--- src/rtl/time_hm_counter_if.sv ---
// Increment-level inputs and BCD time outputs of the hour/minute counter.
// master drives the increment levels; slave is the counter itself.
interface time_hm_counter_if;
  logic       inc_m;
  logic       inc_h;
  logic [7:0] min_bcd;
  logic [7:0] hour_bcd;
  logic       m_out;
  logic       pm;

  modport master (
    output inc_m, inc_h,
    input  min_bcd, hour_bcd, m_out, pm
  );

  modport slave (
    input  inc_m, inc_h,
    output min_bcd, hour_bcd, m_out, pm
  );
endinterface

--- src/rtl/time_hm_counter.sv ---
// BCD minute/hour counter with synchronised, edge-detected increment inputs.
// Optional 12-hour mode with PM flag is enabled by defining HOUR12_EN.
module time_hm_counter #(
  parameter int SYNC_STAGES = 2,
  parameter int CARRY_LEN   = 1
) (
  input  logic               clk,
  input  logic               rst_n,
  time_hm_counter_if.slave   bus
);

  localparam int CW = (CARRY_LEN > 1) ? $clog2(CARRY_LEN + 1) : 1;

`ifdef HOUR12_EN
  localparam logic [7:0] HOUR_RST = 8'h12;
`else
  localparam logic [7:0] HOUR_RST = 8'h00;
`endif

  logic [SYNC_STAGES-1:0] r_sync_m, r_sync_h;
  logic                   r_prev_m, r_prev_h;
  logic                   w_step_m, w_step_h;

  logic [3:0] r_min_t, r_min_u, r_hour_t, r_hour_u;
  logic [3:0] w_min_t_nxt, w_min_u_nxt, w_hour_t_nxt, w_hour_u_nxt;
  logic       w_min_wrap, w_pm_toggle;
  logic [CW-1:0] r_carry_cnt;

  // NOTE: sequential state uses non-blocking assignments so every flop
  // samples the pre-edge value of its neighbours.
  always_ff @(posedge clk or negedge rst_n) begin
    if (!rst_n) begin
      r_sync_m <= '0;
      r_sync_h <= '0;
      r_prev_m <= 1'b0;
      r_prev_h <= 1'b0;
    end else begin
      r_sync_m <= {r_sync_m[SYNC_STAGES-2:0], bus.inc_m};
      r_sync_h <= {r_sync_h[SYNC_STAGES-2:0], bus.inc_h};
      r_prev_m <= r_sync_m[SYNC_STAGES-1];
      r_prev_h <= r_sync_h[SYNC_STAGES-1];
    end
  end

  assign w_step_m = r_sync_m[SYNC_STAGES-1] & ~r_prev_m;
  assign w_step_h = r_sync_h[SYNC_STAGES-1] & ~r_prev_h;

  // NOTE: every output of a combinational block gets a default first,
  // otherwise untaken branches would infer latches.
  always_comb begin
    w_min_t_nxt = r_min_t;
    w_min_u_nxt = r_min_u;
    w_min_wrap  = 1'b0;
    if (w_step_m) begin
      if (r_min_u >= 4'd9) begin
        w_min_u_nxt = 4'd0;
        if (r_min_t >= 4'd5) begin
          w_min_t_nxt = 4'd0;
          w_min_wrap  = 1'b1;
        end else begin
          w_min_t_nxt = r_min_t + 4'd1;
        end
      end else begin
        w_min_u_nxt = r_min_u + 4'd1;
      end
    end
  end

  always_comb begin
    w_hour_t_nxt = r_hour_t;
    w_hour_u_nxt = r_hour_u;
    w_pm_toggle  = 1'b0;
    if (w_step_h) begin
`ifdef HOUR12_EN
      // 12 wraps to 01; 11 -> 12 is the AM/PM boundary.
      if (r_hour_t == 4'd1 && r_hour_u >= 4'd2) begin
        w_hour_t_nxt = 4'd0;
        w_hour_u_nxt = 4'd1;
      end else if (r_hour_t == 4'd1 && r_hour_u == 4'd1) begin
        w_hour_u_nxt = 4'd2;
        w_pm_toggle  = 1'b1;
      end else if (r_hour_u >= 4'd9) begin
        w_hour_t_nxt = 4'd1;
        w_hour_u_nxt = 4'd0;
      end else begin
        w_hour_u_nxt = r_hour_u + 4'd1;
      end
`else
      if (r_hour_t >= 4'd2 && r_hour_u >= 4'd3) begin
        w_hour_t_nxt = 4'd0;
        w_hour_u_nxt = 4'd0;
      end else if (r_hour_u >= 4'd9) begin
        w_hour_t_nxt = r_hour_t + 4'd1;
        w_hour_u_nxt = 4'd0;
      end else begin
        w_hour_u_nxt = r_hour_u + 4'd1;
      end
`endif
    end
  end

  always_ff @(posedge clk or negedge rst_n) begin
    if (!rst_n) begin
      r_min_t     <= 4'd0;
      r_min_u     <= 4'd0;
      r_hour_t    <= HOUR_RST[7:4];
      r_hour_u    <= HOUR_RST[3:0];
      r_carry_cnt <= '0;
    end else begin
      r_min_t  <= w_min_t_nxt;
      r_min_u  <= w_min_u_nxt;
      r_hour_t <= w_hour_t_nxt;
      r_hour_u <= w_hour_u_nxt;
      // A new wrap reloads the pulse length even if a pulse is still running.
      if (w_min_wrap)
        r_carry_cnt <= CW'(CARRY_LEN);
      else if (r_carry_cnt != '0)
        r_carry_cnt <= r_carry_cnt - CW'(1);
    end
  end

`ifdef HOUR12_EN
  logic r_pm;
  always_ff @(posedge clk or negedge rst_n) begin
    if (!rst_n)
      r_pm <= 1'b0;
    else if (w_pm_toggle)
      r_pm <= ~r_pm;
  end
  assign bus.pm = r_pm;
`else
  assign bus.pm = 1'b0;
`endif

  assign bus.min_bcd  = {r_min_t, r_min_u};
  assign bus.hour_bcd = {r_hour_t, r_hour_u};
  assign bus.m_out    = (r_carry_cnt != '0);

endmodule

--- src/flat_wrapper.sv ---
// flat-port wrapper written by rule: the top's interface ports become plain ports
module time_hm_counter_flat 
#(
  parameter int SYNC_STAGES = 2,
  parameter int CARRY_LEN   = 1
)
  (clk, rst_n, bus_inc_m, bus_inc_h, bus_min_bcd, bus_hour_bcd, bus_m_out, bus_pm);
  time_hm_counter_if bus_i ();
  input  logic clk;
  input  logic rst_n;
  input wire logic [$bits(bus_i.inc_m)-1:0] bus_inc_m;
  input wire logic [$bits(bus_i.inc_h)-1:0] bus_inc_h;
  output wire logic [$bits(bus_i.min_bcd)-1:0] bus_min_bcd;
  output wire logic [$bits(bus_i.hour_bcd)-1:0] bus_hour_bcd;
  output wire logic [$bits(bus_i.m_out)-1:0] bus_m_out;
  output wire logic [$bits(bus_i.pm)-1:0] bus_pm;
  assign bus_i.inc_m = bus_inc_m;
  assign bus_i.inc_h = bus_inc_h;
  assign bus_min_bcd = bus_i.min_bcd;
  assign bus_hour_bcd = bus_i.hour_bcd;
  assign bus_m_out = bus_i.m_out;
  assign bus_pm = bus_i.pm;
  time_hm_counter #(.SYNC_STAGES(SYNC_STAGES), .CARRY_LEN(CARRY_LEN)) u_core (.clk(clk), .rst_n(rst_n), .bus(bus_i));
endmodule
--- config.mk ---
export PLATFORM = sky130hd
export DESIGN_NAME = time_hm_counter_flat
export DESIGN_NICKNAME = d
export VERILOG_FILES = /design/src/rtl/time_hm_counter_if.sv /design/src/rtl/time_hm_counter.sv /design/src/flat_wrapper.sv
export SDC_FILE = /design/constraint.sdc
export NUM_CORES = 1
export LEC_CHECK = 0
export ABC_AREA = 1
export BUFFER_PORTS_ARGS = -buffer_cell sky130_fd_sc_hd__clkbuf_2
export CORE_MARGIN = 5
export CORE_UTILIZATION = 30
export DETAILED_ROUTE_END_ITERATION = 10
export GPL_ROUTABILITY_DRIVEN = 0
export GPL_TIMING_DRIVEN = 0
export PLACE_DENSITY = 0.5
export REMOVE_ABC_BUFFERS = 1
export SYNTH_ARGS = -nofsm -noshare
export SYNTH_HDL_FRONTEND = slang
export SYNTH_SLANG_ARGS = --single-unit
--- constraint.sdc ---
create_clock -name clk -period 1.2 [get_ports clk]
set_input_delay 0.12 -clock clk [delete_from_list [all_inputs] [get_ports clk]]
set_output_delay 0.12 -clock clk [all_outputs]
set_load 0.05 [all_outputs]
==> flow_metrics.py, run 1 <==
metrics = {
    "layout": {
        "nets": 182,
        "antenna_cells": 0,
        "drive_above_1_share_pct": 44.0,
        "area_growth_pct": 40.2,
    },
    "clock_network": {
        "cts-root-buf": "clkbuf_8",
        "clk_latency_ns": 0.26,
        "htreeDepth": 1,
        "cts_inserted_buffers": 3,
        "cts.clk_slew.worst_paths_ns": 0.08,
        "clock_path_buffers": 2,
        "cts_sinks": 23,
        "cts_tree": "done",
    },
    "detailed_routing": {
        "drtAntennaViolNets": 0,
        "drt-vias-per-instance": 4.45,
        "vias": 953,
        "routed-wl-met3_um": 73,
        "totalWireLength_um": 2400,
        "top_layer_used": "met4",
        "drt_iter0_markers": 39,
        "met2_length_um": 1310,
        "dr.pass1.iters": 4,
        "drc": 0,
        "met1_length_um": 999,
        "drt-wirelength-per-cell_um": 11.2,
    },
    "synthesis": {
        "yosys-top-cells-area": "dfrtp_1 49%, ha_1 12%, nand2_1 9.3%",
        "synth.most_common_cell": "nand2_1",
        "ys_seq_area_share_pct": 49.4,
        "ys_seq_elements": 23,
        "async_flop_share_pct": 100,
        "synthTopCellsByCount": "29 x nand2_1, 23 x dfrtp_1, 16 x inv_1",
        "synth_area_leader_cell": "dfrtp_1",
        "synth_edf_count": 0,
        "yosys_warnings": 0,
        "synth_cells": 129,
        "netlist_area_um2": 1170,
        "synth.distinct_cells": 21,
        "synth_top_area_share_pct": 49.4,
        "syn_area_per_cell_um2": 9.04,
        "synthFlopType": "dfrtp_1",
    },
    "floorplan": {
        "fp.dieW_um": 72.3,
        "io_pins": 22,
        "die_h_um": 72.3,
        "coreArea_um2": 3720,
        "start_util_pct": 31.4,
        "dieArea_um2": 5230,
        "rows": 22,
    },
    "job": {
        "max-cap-violations": 0,
    },
    "pwr": {
        "power.density_nw_per_um2": 2530,
        "comb_power_share_pct": 58.5,
        "power.switching_mw": 2.12,
        "p_clk_share_pct": 11.5,
        "switching_share_pct": 51.2,
        "leakagePower_nw": 0.844,
        "power.internal_mw": 2.02,
        "seqPwrFrac_pct": 30.0,
        "irDropWorstVdd_mv": 0.748,
        "power_mw": 4.14,
    },
    "grt": {
        "antenna_found_initial": 0,
        "grt_pass1_wl_um": 4320,
        "grt_use_total_pct": 10.4,
        "grt.overflow.total": 0,
        "grt_pass1_vias": 966,
        "grt_max_degree": 24,
    },
    "timing": {
        "rsz0062_at_grt": "true",
        "setup_tns_ns": -0.258,
        "slew_headroom_pct": 61.9,
        "fmax_mhz": 798,
        "setup_viol": 10,
        "maxSlewViolCount": 0,
        "fin_ws_ns": -0.0524,
        "fin_skew_ns": 0.00165,
        "period_share_pct": 104,
        "holdWs_ns": 0.352,
        "finalHoldViolCount": 0,
        "worstMarginPinSlew_ns": 0.572,
        "finalCriticalPeriod_ns": 1.25,
    },
    "critical_path": {
        "crit_chain": "buf_6, ha_4, inv_2, nand2_2, nand2_4, nand2_8, nand2_4, nand2_1, nand2_1",
        "crit_family": "simple AND/OR/NAND/NOR gates",
        "cp_max_fo": 6,
        "end_kind": "flip-flop",
        "crit_type": "reg -> reg",
        "path_buf_inv": 2,
        "cp.arrival_ns": 1.46,
        "required_ns": 1.40,
        "cp_slowest_cell": "dfrtp_1",
        "cp-start-kind": "flip-flop",
        "critPathMaxStageDelay_ns": 0.41,
    },
    "run_status": {
        "outcome": "finished, violations left",
        "violations": "negative setup slack",
    },
    "placed_design": {
        "io_buffers": 20,
        "post-dp-hpwl_um": 1620,
    },
    "hold_path": {
        "hp-class": "reg -> reg",
    },
}
worst paths after layout:
kind | start | to | slack, ns | cells past startpoint
worst min register to register | u_core.r_sync_h[0]$_DFF_PN0_ | u_core.r_sync_h[1]$_DFF_PN0_ | 0.35 | 0
worst max-delay path | u_core.r_hour_u[1]$_DFFE_PN0P_ | u_core.r_hour_t[2]$_DFFE_PN0P_ | -0.05 | 9
max in group asynchronous | rst_n | u_core.r_min_u[0]$_DFFE_PN0P_ | 0.40 | 2
worst min-delay path | u_core.r_sync_h[0]$_DFF_PN0_ | u_core.r_sync_h[1]$_DFF_PN0_ | 0.35 | 0
min in group asynchronous | rst_n | u_core.r_min_t[3]$_DFFE_PN0P_ | 0.38 | 2
worst max register to register | u_core.r_hour_u[1]$_DFFE_PN0P_ | u_core.r_hour_t[2]$_DFFE_PN0P_ | -0.05 | 9
routing by layer:
layer,up-vias,track usage [%]
met5,-,0
met4,0,4.38
met3,4,1.39
met2,9,19.4
met1,460,11.8
li1,480,-
registers in the layout, indices dropped and copies added (netlist names):
| register | count |
|---|---|
| u_core.r_hour_u | 4 |
| u_core.r_hour_t | 4 |
| u_core.r_prev_h | 1 |
| u_core.r_min_t | 4 |
| u_core.r_prev_m | 1 |
| u_core.bus.m_out | 1 |
| u_core.r_min_u | 4 |
| u_core.r_sync_m | 2 |
| u_core.r_sync_h | 2 |
layout make-up:
type / count / area (µm²)
Inverter: 18 / 73.8
Timing Repair Buffer: 35 / 239
Tap cell: 48 / 60.1
Fill cell: 385 / 2080
Multi-Input combinational cell: 86 / 639
Clock buffer: 4 / 45.0
Sequential cell: 23 / 578
worst register-to-register path, cell delays in order (launching register included):
cell and delay [ns]:
dfrtp_1 0.41, buf_6 0.14, ha_4 0.15, inv_2 0.06
nand2_2 0.06, nand2_4 0.11, nand2_8 0.09, nand2_4 0.08
nand2_1 0.05, nand2_1 0.05
through the flow:
stage / utilization (%) / std cells / setup WS (ns) / area, µm²
after floorplan: - / 127 / -0.384 / 1150
after global placement: 35.3 / 195 / -0.0979 / 1310
after detailed placement: 35.3 / 195 / -0.136 / 1310
after CTS: 41.4 / 208 / -0.0634 / 1540
after global routing: 44.0 / 214 / -0.132 / 1640
final: 44.0 / 214 / -0.0524 / 1640
kinds of logic after synthesis:
logic type | share of synthesized area [%]
adder cells (fa/ha/maj) | 11.8
XOR/XNOR | 1.50
flip-flops | 49.4
buffers and inverters | 7.30
AO/OA/AOI/OAI | 5.69
other | 0.322
AND/OR/NAND/NOR | 24.0
power by group through the flow:
stage	clock, mW	combinational [mW]	sequential, mW
after floorplan	0	0.722	1.87
after global placement	0	1.74	1.23
after detailed placement	0	1.78	1.24
after CTS	0.501	2.26	1.24
after global routing	0.527	2.65	1.28
final	0.477	2.42	1.24
layout by cell type (no fill, tap or decap), types with 5 or more instances in the layout:
cell type   n
buf_2       5
buf_4      10
clkbuf_2   14
dfrtp_1    21
ha_1        5
inv_1       9
inv_2       7
nand2_1    24
nand2_2     6
nand3_1     9
nor2_1     11
repair_timing:
item,CTS,global route
pin swaps,15,8
buffers inserted,6,6
endpoints found under the hold margin,25,0
resized for setup,32,15
endpoints found under the setup margin,15,21
hold buffers,3,0
Power figures use the tool's default switching activity.
==> run 2, diff against run 1 <==
CORE_MARGIN = 10   (was 5)
==> run 2 against run 1 <==
The flow still finishes with violations (negative setup slack). Sequential share of layout area shrank 0.98 points. Sequential cell count is the same. Combinational power grew 8%. Via count is the same. Clock-buffer cell count shrank 1. Utilization grew 1.3 points. Register-to-register slack lost 0.02 ns. First-iteration DRC count shrank 18%. Maximum frequency shrank 1.3%. Setup slack lost 0.016 ns. Cell count grew 2.3%. Hold slack gained 0.0028 ns. Largest cell class unchanged. Highest routed layer unchanged.
==> flow_metrics.py, run 2 (synthesis gave the netlist of run 1 again) <==
metrics = {
    "floorplan": {
        "die_h_um": 82.3,
        "rows": 22,
        "coreArea_um2": 3720,
        "io_pins": 22,
        "dieArea_um2": 6780,
        "start_util_pct": 31.4,
        "fp.dieW_um": 82.3,
    },
    "detailed_routing": {
        "drt-wirelength-per-cell_um": 12.1,
        "drc": 0,
        "vias": 953,
        "dr.pass1.iters": 3,
        "drt-vias-per-instance": 4.35,
        "drtAntennaViolNets": 0,
        "totalWireLength_um": 2640,
        "drt_iter0_markers": 32,
    },
    "grt": {
        "antenna_found_initial": 0,
        "grt_max_degree": 24,
        "grt.overflow.total": 0,
        "grt_use_total_pct": 8.44,
        "grt_pass1_vias": 998,
        "grt_pass1_wl_um": 4440,
    },
    "layout": {
        "final_common_cell": "dfrtp_1",
        "nets": 187,
        "layout_common_cells": "20 x dfrtp_1, 19 x nand2_1, 16 x buf_4",
        "fin_util_pct": 45.4,
        "post-route-cell-area_um2": 1690,
        "drive_above_1_share_pct": 48.5,
        "antenna_cells": 0,
        "area_growth_pct": 44.5,
    },
    "placed_design": {
        "post-place-ws_ns": -0.135,
        "place_area_um2": 1310,
        "post-dp-hpwl_um": 1700,
        "io_buffers": 20,
    },
    "timing": {
        "setup_tns_ns": -0.393,
        "maxSlewViolCount": 0,
        "slew_headroom_pct": 62.6,
        "fin_skew_ns": 0.00683,
        "fmax_mhz": 788,
        "finalCriticalPeriod_ns": 1.27,
        "period_share_pct": 106,
        "finalHoldViolCount": 0,
        "fin_ws_ns": -0.0688,
        "worstMarginPinSlew_ns": 0.561,
        "rsz0062_at_grt": "true",
        "setup_viol": 10,
        "holdWs_ns": 0.355,
    },
    "run_status": {
        "violations": "negative setup slack",
        "outcome": "finished, violations left",
    },
    "pwr": {
        "power.density_nw_per_um2": 2600,
        "switching_share_pct": 49.6,
        "seqPwrFrac_pct": 28.9,
        "irDropWorstVdd_mv": 0.716,
        "leakagePower_nw": 0.860,
        "comb_power_share_pct": 59.6,
        "p_clk_share_pct": 11.6,
        "power.internal_mw": 2.21,
        "power.switching_mw": 2.17,
    },
    "critical_path": {
        "required_ns": 1.41,
        "crit_type": "reg -> reg",
        "end_kind": "flip-flop",
        "cp.arrival_ns": 1.48,
        "critPathMaxStageDelay_ns": 0.42,
        "crit_family": "flip-flops",
        "path_buf_inv": 1,
        "crit_chain": "inv_2, ha_1, a21oi_1, nand4_1, nand2_2",
        "r2r_setup_slack_ns": -0.07,
        "reg2reg_depth": 5,
        "cp_max_fo": 4,
        "cp.depth": 5,
        "cp_slowest_cell": "dfrtp_1",
        "cp-start-kind": "flip-flop",
    },
    "clock_network": {
        "clock_path_buffers": 2,
        "clk_latency_ns": 0.27,
        "cts_inserted_buffers": 3,
        "cts_sinks": 23,
        "cts_tree": "done",
        "cts-root-buf": "clkbuf_8",
        "cts.clk_slew.worst_paths_ns": 0.09,
        "htreeDepth": 1,
    },
    "hold_path": {
        "hold_path_depth": 0,
        "hp-class": "reg -> reg",
    },
    "job": {
        "max-cap-violations": 0,
    },
}
## run 2: final cells by class
cell class | count | area (µm²)
tap | 48 | 60.1
fill | 387 | 2030
timing repair buffer | 40 | 288
multi-input combinational | 86 | 633
inverter | 18 | 76.3
sequential | 23 | 579
clock buffer | 3 | 41.3
clock inverter | 1 | 7.51
## run 2: per-stage QoR
stage,power [mW],instances
global placement,2.99,195
global route,4.70,219
CTS,4.14,217
floorplan,2.59,127
finish,4.38,219
detailed placement,3.02,195
## run 2: path summary, 6_finish.rpt
path | from | to
min reg2reg | u_core.r_sync_h[0]$_DFF_PN0_ | u_core.r_sync_h[1]$_DFF_PN0_
min in group asynchronous | rst_n | u_core.r_min_t[3]$_DFFE_PN0P_
max in group asynchronous | rst_n | u_core.r_hour_u[0]$_DFFE_PN0P_
min | u_core.r_sync_h[0]$_DFF_PN0_ | u_core.r_sync_h[1]$_DFF_PN0_
max | u_core.r_hour_u[1]$_DFFE_PN0P_ | u_core.r_hour_t[0]$_DFFE_PN0P_
max reg2reg | u_core.r_hour_u[1]$_DFFE_PN0P_ | u_core.r_hour_t[0]$_DFFE_PN0P_
## run 2: routing by layer
metal  GRT usage (%)  wire [µm]  part of all wire, %  vias to the layer above
li1                -          -                    -                      485
met1            8.58       1060                   40                      457
met2            15.7       1460                   55                        9
met3            1.73         82                  3.1                        2
met4            4.59         36                  1.4                        0
met5               0          0                    0                        -
## run 2: worst register-to-register path, stage by stage (launching register included)
cell and delay (ns):
dfrtp_1 0.42, inv_2 0.08, ha_1 0.21, a21oi_1 0.28, nand4_1 0.14, nand2_2 0.09
## run 2: what timing repair did
action,4_1_cts,5_1_grt
buffers inserted,15,2
pin swaps,12,7
endpoints found under the setup margin,15,24
endpoints found under the hold margin,25,0
resized for setup,29,34
hold buffers,3,0
## run 2: power by group through the flow
| stage | Clock, mW | Sequential, mW | Combinational (mW) |
|---|---|---|---|
| after floorplan | 0 | 1.87 | 0.722 |
| after global placement | 0 | 1.23 | 1.76 |
| after detailed placement | 0 | 1.24 | 1.78 |
| after CTS | 0.523 | 1.25 | 2.37 |
| after global routing | 0.561 | 1.30 | 2.83 |
| final | 0.506 | 1.26 | 2.61 |
